`config.mk`:
```
export PLATFORM = sky130hd
export DESIGN_NAME = demux_data
export DESIGN_NICKNAME = d
export VERILOG_FILES = /design/src/rtl/demux_data.sv
export SDC_FILE = /design/constraint.sdc
export NUM_CORES = 1
export LEC_CHECK = 0
export BUFFER_PORTS_ARGS = -buffer_cell sky130_fd_sc_hd__buf_2
export CAP_MARGIN = 40
export CORE_UTILIZATION = 51
export CTS_CLUSTER_SIZE = 40
export DETAILED_ROUTE_END_ITERATION = 8
export PLACE_DENSITY = 0.86
export RECOVER_POWER = 50
export SYNTH_ARGS = -nofsm -noshare
export SYNTH_HDL_FRONTEND = slang
export SYNTH_SLANG_ARGS = --single-unit
```
`constraint.sdc`:
```
create_clock -name clk_i -period 1.6 [get_ports clk_i]
set_clock_uncertainty 0.1 [all_clocks]
set_input_delay 0.24 -clock clk_i [delete_from_list [all_inputs] [get_ports clk_i]]
set_output_delay 0.24 -clock clk_i [all_outputs]
set_load 0.03 [all_outputs]
```
`src/rtl/demux_data.sv`:
```
// rtl/demux_data.sv - receive-side byte reassembler for the two-channel ADC link
//
// Rebuilds two 2*Width-bit channel samples from the byte sequence
// ch0 MSB, ch0 LSB, ch1 MSB, ch1 LSB and flags each completed frame with a
// one-cycle valid_o pulse. An inter-byte timeout inside a frame discards the
// partial frame, pulses err_o and returns to waiting for a frame start.
//
// Ports:
//   clk_i     in   1         system clock, rising edge
//   rst_ni    in   1         asynchronous active-low reset
//   din_i     in   Width     received byte, sampled when dvalid_i=1
//   dvalid_i  in   1         one-cycle byte strobe
//   ch0_o     out  2*Width   last complete ch0 sample {MSB, LSB}
//   ch1_o     out  2*Width   last complete ch1 sample {MSB, LSB}
//   valid_o   out  1         one-cycle pulse: ch0_o/ch1_o hold a new frame
//   sel_o     out  2         next expected byte slot (00 MCH0 .. 11 LCH1)
//   err_o     out  1         one-cycle pulse: partial frame dropped on timeout

module demux_data #(
    parameter int Width         = 8,
    parameter int TimeoutCycles = 100000
) (
    input  logic                 clk_i,
    input  logic                 rst_ni,
    input  logic [Width-1:0]     din_i,
    input  logic                 dvalid_i,
    output logic [2*Width-1:0]   ch0_o,
    output logic [2*Width-1:0]   ch1_o,
    output logic                 valid_o,
    output logic [1:0]           sel_o,
    output logic                 err_o
);

    localparam int              CntW    = $clog2(TimeoutCycles + 1);
    localparam logic [CntW-1:0] CntLast = CntW'(TimeoutCycles - 1);

    // State encoding doubles as the sel_o slot index.
    typedef enum logic [1:0] {
        S_MCH0 = 2'b00,
        S_LCH0 = 2'b01,
        S_MCH1 = 2'b10,
        S_LCH1 = 2'b11
    } state_t;

    state_t               r_state;
    state_t               w_state_next;
    logic [CntW-1:0]      r_cnt;
    logic [Width-1:0]     r_sh_mch0;
    logic [Width-1:0]     r_sh_lch0;
    logic [Width-1:0]     r_sh_mch1;
    logic [2*Width-1:0]   r_ch0;
    logic [2*Width-1:0]   r_ch1;
    logic                 r_valid;
    logic                 r_err;

    logic                 w_expire;
    logic                 w_frame_done;

    // A byte arriving on the expiry cycle wins: expiry requires dvalid_i=0.
    // The counter only runs inside a frame, so an idle line never expires.
    assign w_expire     = (r_state != S_MCH0) && !dvalid_i && (r_cnt == CntLast);
    assign w_frame_done = dvalid_i && (r_state == S_LCH1);

    // ---------------- FSM: state register ----------------
    always_ff @(posedge clk_i or negedge rst_ni) begin
        if (!rst_ni) begin
            r_state <= S_MCH0;
        end else begin
            r_state <= w_state_next;
        end
    end

    // ---------------- FSM: next state ----------------
    always_comb begin
        w_state_next = r_state;
        if (dvalid_i) begin
            case (r_state)
                S_MCH0:  w_state_next = S_LCH0;
                S_LCH0:  w_state_next = S_MCH1;
                S_MCH1:  w_state_next = S_LCH1;
                S_LCH1:  w_state_next = S_MCH0;
                default: w_state_next = S_MCH0;
            endcase
        end else if (w_expire) begin
            w_state_next = S_MCH0;
        end
    end

    // ---------------- inter-byte timeout counter ----------------
    always_ff @(posedge clk_i or negedge rst_ni) begin
        if (!rst_ni) begin
            r_cnt <= '0;
        end else if ((r_state == S_MCH0) || dvalid_i || w_expire) begin
            r_cnt <= '0;
        end else begin
            r_cnt <= r_cnt + 1'b1;
        end
    end

    // ---------------- shadow registers for the partial frame ----------------
    // Not cleared on timeout; the next frame overwrites every slot before use.
    always_ff @(posedge clk_i or negedge rst_ni) begin
        if (!rst_ni) begin
            r_sh_mch0 <= '0;
            r_sh_lch0 <= '0;
            r_sh_mch1 <= '0;
        end else if (dvalid_i) begin
            case (r_state)
                S_MCH0:  r_sh_mch0 <= din_i;
                S_LCH0:  r_sh_lch0 <= din_i;
                S_MCH1:  r_sh_mch1 <= din_i;
                default: ;
            endcase
        end
    end

    // ---------------- output registers ----------------
    // The final LSB goes straight from din_i into ch1 so the frame is
    // published on the same edge that accepts its last byte.
    always_ff @(posedge clk_i or negedge rst_ni) begin
        if (!rst_ni) begin
            r_ch0   <= '0;
            r_ch1   <= '0;
            r_valid <= 1'b0;
            r_err   <= 1'b0;
        end else begin
            r_valid <= w_frame_done;
            r_err   <= w_expire;
            if (w_frame_done) begin
                r_ch0 <= {r_sh_mch0, r_sh_lch0};
                r_ch1 <= {r_sh_mch1, din_i};
            end
        end
    end

    assign ch0_o   = r_ch0;
    assign ch1_o   = r_ch1;
    assign valid_o = r_valid;
    assign err_o   = r_err;
    assign sel_o   = r_state;

endmodule
```
==> results.md <==
- CP startpoint kind: register
- Unrepaired setup endpoints after global routing: yes
- Setup crit end kind: register
- EDFF count, synth: 0
- DR iter-0 viols: 135
- Final design utilization: around two thirds
- Count leader, synth: dfrtp_1
- Synth top area cells: dfrtp_1 (61%), mux2_2 (20%), xnor2_1 (3.0%)
- CTS Buffer Depth: 2
- Dpl ws: -110 ps
- Detailed Place HPWL: 4.17 mm
- CTS buffer count: 9
- Data arrival, critical path: around 1700 ps
- Mapped Nets: 242
- Setup TNS: 0 ps
- DRT antenna net count: 0
- Hold crit path type: in -> reg
- Hold endpoint: ch1_o[1]$_DFFE_PN0P_
- Pwr Density: approximately 2000 mW/mm²
- Met3 usage: approximately 7.3%
- TritonRoute pass-1 iters: 4
- Final Max Tran Viols: 0
- Hold Path Stages: 2
- Vias in the first global route: just over 2000
- I/O pins: 47
- DIE WIDTH: between 80 and 90 µm
- Reg2Reg Setup Slack: approximately 25 ps
- Core Region: around 0.006 mm²
- Fmax: roughly 640 MHz
- Largest net degree at the start of global routing: between 40 and 50
- Hold_ws: 65.2 ps
- Drt wl/cell: roughly 17 µm
- Cell depth of the worst flop-to-flop path: 6
- Die ar.: 0.00652 mm²
- Via count: approximately 2000
- Initial antenna violation count: 0
- Synth Flop Type: dfrtp_1
- Maximum VDD drop: approximately 1.3 mV
- GRT Util Overall: about a fifth
- Min cycle time layout: approximately 1600 ps
- Sink Count: 77
- Yosys top cell by area: dfrtp_1
- Initial Util: a little over half
- Maximum net fanout on the critical path: 5
- Nets: between 300 and 400
- DRT Wirelength: roughly 6.5 mm
- Synth unique cells: 24
- Routability Congestion: roughly 0.95
- Via-to-Cell Ratio: between 5 and 6
- Synthesized instance count: 226
- HP Start: din_i[1]
- Max-slew headroom: 46.0%
- First-pass GRT wire length: around 9.9 mm
- Port bufs: 46
- Met1 GRT Util: 25.3%
- Multi-input logic area: between 0.001 and 0.0015 mm²
- Gr busiest metal: met2
- Die Y: ~81 µm
- Syn avg cell area: between 10 and 15 µm²
- Area of the mapped netlist: between 0.003 and 0.004 mm²
- Final Setup Violations: 0
- Hold Fails Final Rpt: 0
- Share of the synthesized area in the top cell type: roughly three fifths
- Ys async rst share: 100%
- Ant. Diodes: 0
- Flops & latches, synth: between 70 and 80
- FF/Latch Area: approximately 0.0019 mm²
- Clk_lat worst skew: 350 ps
- Reg power frac: about two fifths
- Final worst slack: around 25 ps
- Worst EP required: approximately 1700 ps
- Register area share after synthesis: approximately three fifths
- Share of cells above drive strength 1: 45.7%
- Combinational share of power: approximately two fifths
- Most frequent cells after synthesis: dfrtp_1 (77), mux2_2 (56), nor2_1 (21)
- Root buffer cell: clkbuf_8
- Post-placement cell count: around 360
- Met2 Track Usage GR: a little over a third
- Clock power frac: 20.7%
- Int Pwr: a little under 5 mW
- Period utilisation layout: between 90 and 100%
- Num rows: 28
- Psw: around 2.8 mW
- GRT overflow: 0
- CP Class: reg -> reg
- Reg2Reg Capture Point: r_cnt[12]$_DFF_PN0_
- Synth warnings: 0
- Area Overhead vs Synth: 23.7%
- Reg clk slew, reported paths: ~80 ps
- CTS tree: done
- Finished Layout Cells: around 380
- DR DRC count: 0
- R2R Path Start: r_cnt[1]$_DFF_PN0_
- Fillers: 430
- Number of max-cap violations: 0
- Status: complete, no violations
- Critical Path Source: r_cnt[1]$_DFF_PN0_
- Least-Margin Pin Slew: 809 ps
- Net Sw Frac: 36.6%
- H-tree levels: 3
- P_leak: approximately 1.8 nW
placed cells by master, fill, tap and decap left out, types with 3 or more instances in the layout:
| cell type | Yosys | routed |
|---|---|---|
| nor2_1 | 21 | 21 |
| xnor2_1 | 11 | 11 |
| nand4_1 | 8 | 8 |
| mux2_2 | 56 | 56 |
| and3_1 | 3 | 3 |
| ha_1 | 5 | 4 |
| dfrtp_1 | 77 | 75 |
| buf_12 | 0 | 6 |
| nor4_2 | 0 | 6 |
| buf_4 | 1 | 12 |
| nand2_1 | 8 | 8 |
| inv_1 | 4 | 4 |
| clkbuf_1 | 0 | 15 |
| clkbuf_8 | 1 | 9 |
| xor2_1 | 5 | 5 |
| buf_2 | 4 | 32 |
stage by stage:
stage	instance area, µm²	power (mW)
detailed placement	3640	6.11
floorplan	3170	5.13
finish	3910	7.64
global route	3910	8.02
CTS	3890	7.71
global placement	3640	5.96
worst max path at each step:
stage	to	slack [ps]
after floorplan	ch0_o[0]$_DFFE_PN0P_	-30
after CTS	r_cnt[14]$_DFF_PN0_	20
final	r_cnt[12]$_DFF_PN0_	30
after detailed placement	r_cnt[14]$_DFF_PN0_	-110
after global placement	sel_o[0]$_DFFE_PN0P_	10
after global routing	sel_o[0]$_DFFE_PN0P_	-30
kinds of logic after synthesis:
group | count (synthesis) | share of synthesized area, %
multiplexers | 57 | 20.3
buffers and inverters | 11 | 2.14
XOR/XNOR | 16 | 4.43
AND/OR/NAND/NOR | 60 | 10.3
adder cells (fa/ha/maj) | 5 | 1.98
flip-flops | 77 | 60.9
repair_timing:
| item | CTS | global route |
|---|---|---|
| resized for setup | 6 | 6 |
| gates cloned | 0 | 0 |
| endpoints found under the setup margin | 18 | 20 |
| hold endpoints to repair | 34 | 0 |
| setup buffers | 0 | 1 |
| hold buffers | 1 | 0 |
| pin swaps | 1 | 3 |
state kept, by name, indices dropped and copies added (netlist names):
name       cells
r_sh_mch1      8
sel_o          2
ch1_o         16
valid_o        1
ch0_o         16
r_sh_lch0      8
r_sh_mch0      8
err_o          1
r_cnt         17
worst max-delay path, stage by stage, from the launching register on:
cell and delay (ps):
dfrtp_1 370, ha_2 210, and4_4 260, buf_4 120
nand4_1 130, xor2_1 210, nor2_1 60
final cells by class:
| class | count | area share (%) |
|---|---|---|
| flip-flops and latches | 77 | 49.3 |
| multi-input cells | 138 | 31.4 |
| repair buffers | 65 | 11.1 |
| clock buffers | 10 | 3.26 |
| well taps | 75 | 2.40 |
| clock inverters | 6 | 2.24 |
| inverters | 4 | 0.384 |
power groups by stage:
stage	combinational (mW)	clock, mW	sequential, mW
3_5_place_dp	2.95	0	3.17
6_report	2.92	1.58	3.14
4_1_cts	2.96	1.61	3.14
2_1_floorplan	1.13	0	3.99
5_1_grt	3.11	1.68	3.23
3_3_place_gp	2.85	0	3.11
per-layer routing:
layer	share of wire, %	vias to the layer above	routed length (µm)
met5	0	-	0
met4	1.6	0	106
met3	4.6	8	299
met2	52	63	3350
met1	42	1012	2690
li1	-	935	-
(Power assumes the default switching activity.)
